**config.mk**
```make
export PLATFORM = sky130hd
export DESIGN_NAME = and_input_debouncer
export DESIGN_NICKNAME = d
export VERILOG_FILES = /design/src/rtl/and_input_debouncer.sv
export SDC_FILE = /design/constraint.sdc
export NUM_CORES = 1
export LEC_CHECK = 0
export CORE_MARGIN = 1.5
export CORE_UTILIZATION = 40
export DETAILED_ROUTE_END_ITERATION = 8
export SLEW_MARGIN = 20
export SYNTH_ARGS = -nofsm -noshare
export SYNTH_HDL_FRONTEND = slang
export SYNTH_HIERARCHICAL = 1
export SYNTH_SLANG_ARGS = --single-unit
```
**constraint.sdc**
```tcl
create_clock -name clk -period 2.5 [get_ports clk]
set_input_delay 0.5 -clock clk [delete_from_list [all_inputs] [get_ports clk]]
set_output_delay 0.5 -clock clk [all_outputs]
set_load 0.05 [all_outputs]
```
**src/rtl/and_input_debouncer.sv**
```systemverilog
// and_input_debouncer: synchronises and debounces two raw inputs for an AND gate, with edge pulses
//   clk, rst_n           : clock, asynchronous active-low reset
//   raw_1, raw_2         : raw asynchronous (bouncing) inputs
//   input_1, input_2     : debounced levels feeding the AND gate
//   rise_*, fall_*       : one-cycle pulses on each debounced edge
//   changed              : one-cycle OR of all four edge pulses
module debounce_channel #(
  parameter int STABLE_CYCLES = 8,
  parameter int CNT_WIDTH = 4
) (
  input  logic clk,
  input  logic rst_n,
  input  logic raw,
  output logic out,
  output logic rise,
  output logic fall,
  output logic done
);
  typedef enum logic [1:0] {STABLE_LOW, CHECK_HIGH, STABLE_HIGH, CHECK_LOW} state_t;
  localparam logic [CNT_WIDTH-1:0] LAST = CNT_WIDTH'(STABLE_CYCLES - 1);
  state_t state;
  logic s1, s2;
  logic [CNT_WIDTH-1:0] cnt;
  // qualification completes this cycle; lets the top register a coincident changed pulse
  assign done = ((state == CHECK_HIGH && s2) || (state == CHECK_LOW && !s2)) && cnt == LAST;
  always_ff @(posedge clk or negedge rst_n)
    if (!rst_n) begin
      s1 <= 1'b0;
      s2 <= 1'b0;
      cnt <= '0;
      state <= STABLE_LOW;
      out <= 1'b0;
      rise <= 1'b0;
      fall <= 1'b0;
    end else begin
      s1 <= raw;
      s2 <= s1;
      rise <= 1'b0;
      fall <= 1'b0;
      case (state)
        STABLE_LOW: begin
          state <= s2 ? CHECK_HIGH : STABLE_LOW;
          cnt <= CNT_WIDTH'(s2);
        end
        CHECK_HIGH:
          if (!s2) begin
            state <= STABLE_LOW;
            cnt <= '0;
          end else if (cnt == LAST) begin
            out <= 1'b1;
            rise <= 1'b1;
            state <= STABLE_HIGH;
            cnt <= '0;
          end else cnt <= cnt + 1'b1;
        STABLE_HIGH: begin
          state <= s2 ? STABLE_HIGH : CHECK_LOW;
          cnt <= CNT_WIDTH'(!s2);
        end
        CHECK_LOW:
          if (s2) begin
            state <= STABLE_HIGH;
            cnt <= '0;
          end else if (cnt == LAST) begin
            out <= 1'b0;
            fall <= 1'b1;
            state <= STABLE_LOW;
            cnt <= '0;
          end else cnt <= cnt + 1'b1;
      endcase
    end
endmodule

module and_input_debouncer #(
  parameter int STABLE_CYCLES = 8,
  parameter int CNT_WIDTH = 4
) (
  input  logic clk,
  input  logic rst_n,
  input  logic raw_1,
  input  logic raw_2,
  output logic input_1,
  output logic input_2,
  output logic rise_1,
  output logic fall_1,
  output logic rise_2,
  output logic fall_2,
  output logic changed
);
  logic done_1, done_2;
  debounce_channel #(.STABLE_CYCLES(STABLE_CYCLES), .CNT_WIDTH(CNT_WIDTH)) ch_1 (
    .clk(clk), .rst_n(rst_n), .raw(raw_1), .out(input_1), .rise(rise_1), .fall(fall_1), .done(done_1)
  );
  debounce_channel #(.STABLE_CYCLES(STABLE_CYCLES), .CNT_WIDTH(CNT_WIDTH)) ch_2 (
    .clk(clk), .rst_n(rst_n), .raw(raw_2), .out(input_2), .rise(rise_2), .fall(fall_2), .done(done_2)
  );
  always_ff @(posedge clk or negedge rst_n)
    if (!rst_n) changed <= 1'b0;
    else changed <= done_1 | done_2;
endmodule
```
Word level (Yosys, flattened, before mapping)
Index checks and enable logic that the tools add are counted.

Flip-flop bits (word level): 23. Output and inout bits: 7. Input port bits: 4.

Reduce and logical (&&, ||, !) cells: 18. Bitwise logic cells: 1. Mux-type cells: 42. Add/subtract/negate cells: 2. Equal/unequal tests: 20.

Operator list (count): $pmux 4 s4 (2); $mux 4 (6); $mux 1 (22); $mux 2 (8); $pmux 2 s4 (2); $ne 2x2->1 const B (6); $reduce_and 5->1 (2); $add 4x1->4 const B (2); $eq 2x2->1 const B (4); $eq 4x3->1 const B (2); $logic_and 1x1->1 (6); $ne 3x2->1 const B (2); $ne 3x3->1 const B (2); $eq 2x1->1 const B (2); $logic_not 2->1 (2); $ne 2x1->1 const B (2); $pmux 1 s2 (2); $reduce_and 2->1 (2); $reduce_bool 2->1 (2); $logic_not 1->1 (2); $logic_or 1x1->1 (2); $or 1x1->1 (1).

Depth between registers and ports, before layout
Depth in word-level cells: 5. Mapped depth: 4.

Cells and area by module
The synthesis kept the hierarchy.

Modules (own cells, without submodules): debounce_channel (cells an instance 35, area an instance 420.4 µm², times used 2); and_input_debouncer (cells an instance 2, area an instance 31.3 µm², times used 1).

Worst setup path before layout
Ideal clock, no wire load.

Path kind: register to register. Start point: register ch_2.cnt[0]. End point: register changed. Path slack: 1.376 ns. Path buffers: 0. Cell stages (with the launch flop): 5. Data required time: 2.376 ns. Period minus slack after synthesis: 1.124 ns. Data arrival time: 1.000 ns. Path through: dfrtp_1 ha_1 nand4b_1 nor2_1 or2_1.

Word-level cells in the longest chain between the ends: 3.

Ends and longest elaborated chain: start: declaration (RTL line 23) `logic [CNT_WIDTH-1:0] cnt;`; start signal: assignment (RTL line 43) `cnt <= CNT_WIDTH'(s2);`; start signal: assignment (RTL line 54) `end else cnt <= cnt + 1'b1;`; start signal: assignment (RTL line 57) `cnt <= CNT_WIDTH'(!s2);`; $eq 4x3->1 (RTL line 25) `assign done = ((state == CHECK_HIGH && s2) || (state == CHECK_LOW && !s2)) && cnt == LAST;`; $logic_and 1x1->1 (RTL line 25); net done_2 (RTL line 89) `logic done_1, done_2;`; $or 1x1->1 (RTL line 98) `else changed <= done_1 | done_2;`; end signal: assignment (RTL line 98); end: declaration (RTL line 87) `output logic changed`.

The timed path passes the listed nets, and every way through them passes these cells. A chain may end at the register's enable or synchronous reset.

Worst setup path in the final report
Start point: register ch_1.out. End point: output input_1.

RTL lines: start: declaration (RTL line 14) `output logic out,`; start signal: assignment (RTL line 32) `out <= 1'b0;`; start signal: assignment (RTL line 50) `out <= 1'b1;`; start signal: assignment (RTL line 64) `out <= 1'b0;`; end: declaration (RTL line 81) `output logic input_1,`.

No word-level cell between the ends.

==> impl_metrics.py <==
metrics = {
    "outcome": {
        "status": "completed",
    },
    "layout": {
        "syn2layout_area_growth_pct": 19.37,
        "design_area_um2": 1041,
        "multiInputGateArea_um2": 296.5,
        "fin_nets": 94,
        "n_fill_cell": 183,
        "finish.utilization_pct": 52.00,
        "drive_above_1_share_pct": 8.046,
        "register_area_um2": 575.6,
        "diodes": 0,
    },
    "worst_setup_path": {
        "end_kind": "output pin",
        "cp.arrival_ns": 1.50,
        "critical_path_class": "register to output pin",
        "reg2reg_depth": 4,
        "cp-start-kind": "register",
        "crit_path_max_incr_delay_ns": 0.80,
        "slowest_stage": "clkdlybuf4s50_1",
        "cp_num_buf_inv": 1,
        "path_cells": "clkdlybuf4s50_1",
        "cp.depth": 1,
        "cp.required_ns": 2.00,
        "cp_top_family": "buffers and inverters",
        "path_max_fanout": 3,
    },
    "floorplan": {
        "die_area_um2": 2469,
        "rows": 16,
        "initial_core_util_pct": 43.56,
        "chipWidth_um": 49.69,
        "io_pins": 11,
        "die_y_um": 49.69,
        "coreArea_um2": 2002,
    },
    "pwr": {
        "combPwrFrac_pct": 5.0,
        "p_int_uw": 454.8,
        "power_frac_clock_pct": 28.5,
        "p_sw_uw": 133.1,
        "switching_share_pct": 22.65,
        "power_density_nw_per_um2": 564.8,
        "seq_power_share_pct": 66.5,
        "peakVddDrop_uv": 313.4,
        "p_leak_nw": 0.4996,
    },
    "synthesis": {
        "syn_area_per_cell_um2": 12.11,
        "netlist_area_um2": 872.1,
        "yosysTopAreaCellShare_pct": 66.00,
        "synth_area_leaders": "dfrtp_1 (66%), nor2_1 (5.2%), xnor2_1 (4.0%)",
        "syn-num-nets": 78,
        "yosys_warnings": 6,
        "synth.distinct_cells": 15,
        "yosysSeqAreaShare_pct": 66.00,
        "syn_inst": 72,
        "yosysTopAreaCell": "dfrtp_1",
        "synth-seq-cells": 23,
    },
    "placement": {
        "gp_congestion": 0.7130,
        "place_ws_ns": 0.8586,
        "dp_hpwl_um": 927,
        "io_buffers": 10,
        "placed_area_um2": 1013,
    },
    "route": {
        "drt-total-wl_um": 1291,
        "dr_total_vias": 560,
        "drtIter0Drc": 6,
        "routedWlPerCell_um": 11.32,
        "remaining_drc_errors": 0,
        "viasPerCell": 4.912,
        "antenna_left": 0,
        "first_pass_iters": 4,
    },
    "timing": {
        "tns_ns": 0,
        "max-slew-margin-rel_pct": 66.98,
        "timing.final.crit_share_pct": 80.01,
        "min_period_ns": 2.000,
        "fin_skew_ns": 0.01216,
        "worst_slack_ns": 0.4997,
        "finalSetupViolCount": 0,
        "rsz0062_at_grt": "no",
        "max_freq_mhz": 499.9,
        "hold_viol": 0,
        "drv_slew": 0,
        "worstMarginPinSlew_ns": 0.4938,
    },
    "global_routing": {
        "grt_pass1_wl_um": 2263,
        "grt_util_all_layers_pct": 12.40,
        "gr-total-overflow": 0,
        "antenna_found_initial": 0,
        "first_global_vias": 533,
        "grt_start_max_net_pins": 24,
    },
    "clocking": {
        "cts_setup_buffers": 0,
        "cts_inserted_buffers": 3,
        "clockRootBuffer": "clkbuf_4",
        "clk_path_buf_depth": 2,
        "cts_tree": "yes",
        "path_clk_slew_ns": 0.12,
        "clk_latency_ns": 0.31,
        "htreeDepth": 1,
        "ctsHoldBuffers": 0,
        "cts-resized-gates": 0,
        "cts.sinks": 23,
    },
    "run": {
        "drv_cap": 0,
    },
    "min_path": {
        "hp-class": "register to register",
        "whs_path_depth": 0,
    },
}
[final timing paths]
kind	slack (ns)	startpoint	end
worst max-delay path	0.50	ch_1/out$_DFFE_PN0P_	input_1
worst min-delay path	0.36	ch_1/s1$_DFF_PN0_	ch_1/s2$_DFF_PN0_
worst min register to register	0.36	ch_1/s1$_DFF_PN0_	ch_1/s2$_DFF_PN0_
min in group asynchronous	0.52	rst_n	ch_1/cnt[3]$_DFF_PN0_
worst max register to register	1.25	ch_2/cnt[0]$_DFF_PN0_	changed$_DFF_PN0_
max in group asynchronous	1.75	rst_n	ch_2/rise$_DFF_PN0_
[placed cells by master (no fill, tap or decap), drive strengths merged, types with 2 or more instances in the layout]
| cell type | n |
|---|---|
| a21oi | 6 |
| and3 | 2 |
| and4b | 2 |
| clkbuf | 3 |
| clkdlybuf4s50 | 10 |
| dfrtp | 23 |
| ha | 2 |
| mux2i | 2 |
| nand2 | 8 |
| nand3 | 2 |
| nand4b | 2 |
| nor2 | 12 |
| nor3b | 2 |
| o21ai | 2 |
| xnor2 | 4 |
| xor2 | 2 |
[Yosys cell counts]
cell       n
a21oi_1    6
and3_2     2
and4b_1    2
dfrtp_1   23
ha_1       2
mux2i_1    2
nand2_1    8
nand3_1    2
nand4b_1   2
nor2_1    12
nor3b_1    2
o21ai_0    2
or2_1      1
xnor2_1    4
xor2_1     2
[power groups by stage]
| stage | Combinational [mW] | Sequential (mW) | Clock, mW |
|---|---|---|---|
| after floorplan | 0.0126 | 0.398 | 0 |
| after global placement | 0.0296 | 0.398 | 0 |
| after detailed placement | 0.0303 | 0.398 | 0 |
| after CTS | 0.0304 | 0.391 | 0.179 |
| after global routing | 0.0337 | 0.393 | 0.189 |
| final | 0.0294 | 0.391 | 0.167 |
[kinds of logic (layout without fill, tap and decap cells)]
logic type / Yosys count / count (layout) / synth area share [%]
and+or+nand+nor: 31 / 31 / 18.22
DFF: 23 / 23 / 66.00
AOI/OAI and AO/OA: 8 / 8 / 4.591
xor gates and xnor gates: 6 / 6 / 6.026
adders and majority gates: 2 / 2 / 2.869
muxes: 2 / 2 / 2.296
buffers and inverters: 0 / 15 / 0
[per-layer routing]
metal	wire length, µm	vias up	track usage (%)
met5	0	-	0
met4	42	0	9.722
met3	47	5	1.818
met2	565	11	16.67
met1	635	268	17.81
li1	-	276	-
[state kept, by name, summed over array words and instances, names as in the netlist, named ones only]
name        cells
ch_1/cnt        4
ch_2/cnt        4
ch_1/fall       1
ch_1/out        1
ch_1/rise       1
ch_1/s1         1
ch_1/s2         1
ch_1/state      1
ch_2/fall       1
ch_2/out        1
ch_2/rise       1
ch_2/s1         1
ch_2/s2         1
ch_2/state      1
changed         1
[cell type report]
cell class                 count  share of cell area (%)
clock buffer                   3                   2.163
clock inverter                 1                  0.4808
multi-input combinational     49                   28.49
sequential                    23                   55.29
tap                           27                   3.245
timing repair buffer          11                   10.34
[stage by stage]
step | hold WS (ns) | power, mW | cells
after floorplan | 0.2044 | 0.4103 | 72
final | 0.3620 | 0.5879 | 114
after global routing | 0.3697 | 0.6162 | 114
after global placement | 0.3364 | 0.4276 | 110
after CTS | 0.3655 | 0.6008 | 114
after detailed placement | 0.3356 | 0.4288 | 110
No activity file was read; power rests on OpenSTA's default activity.
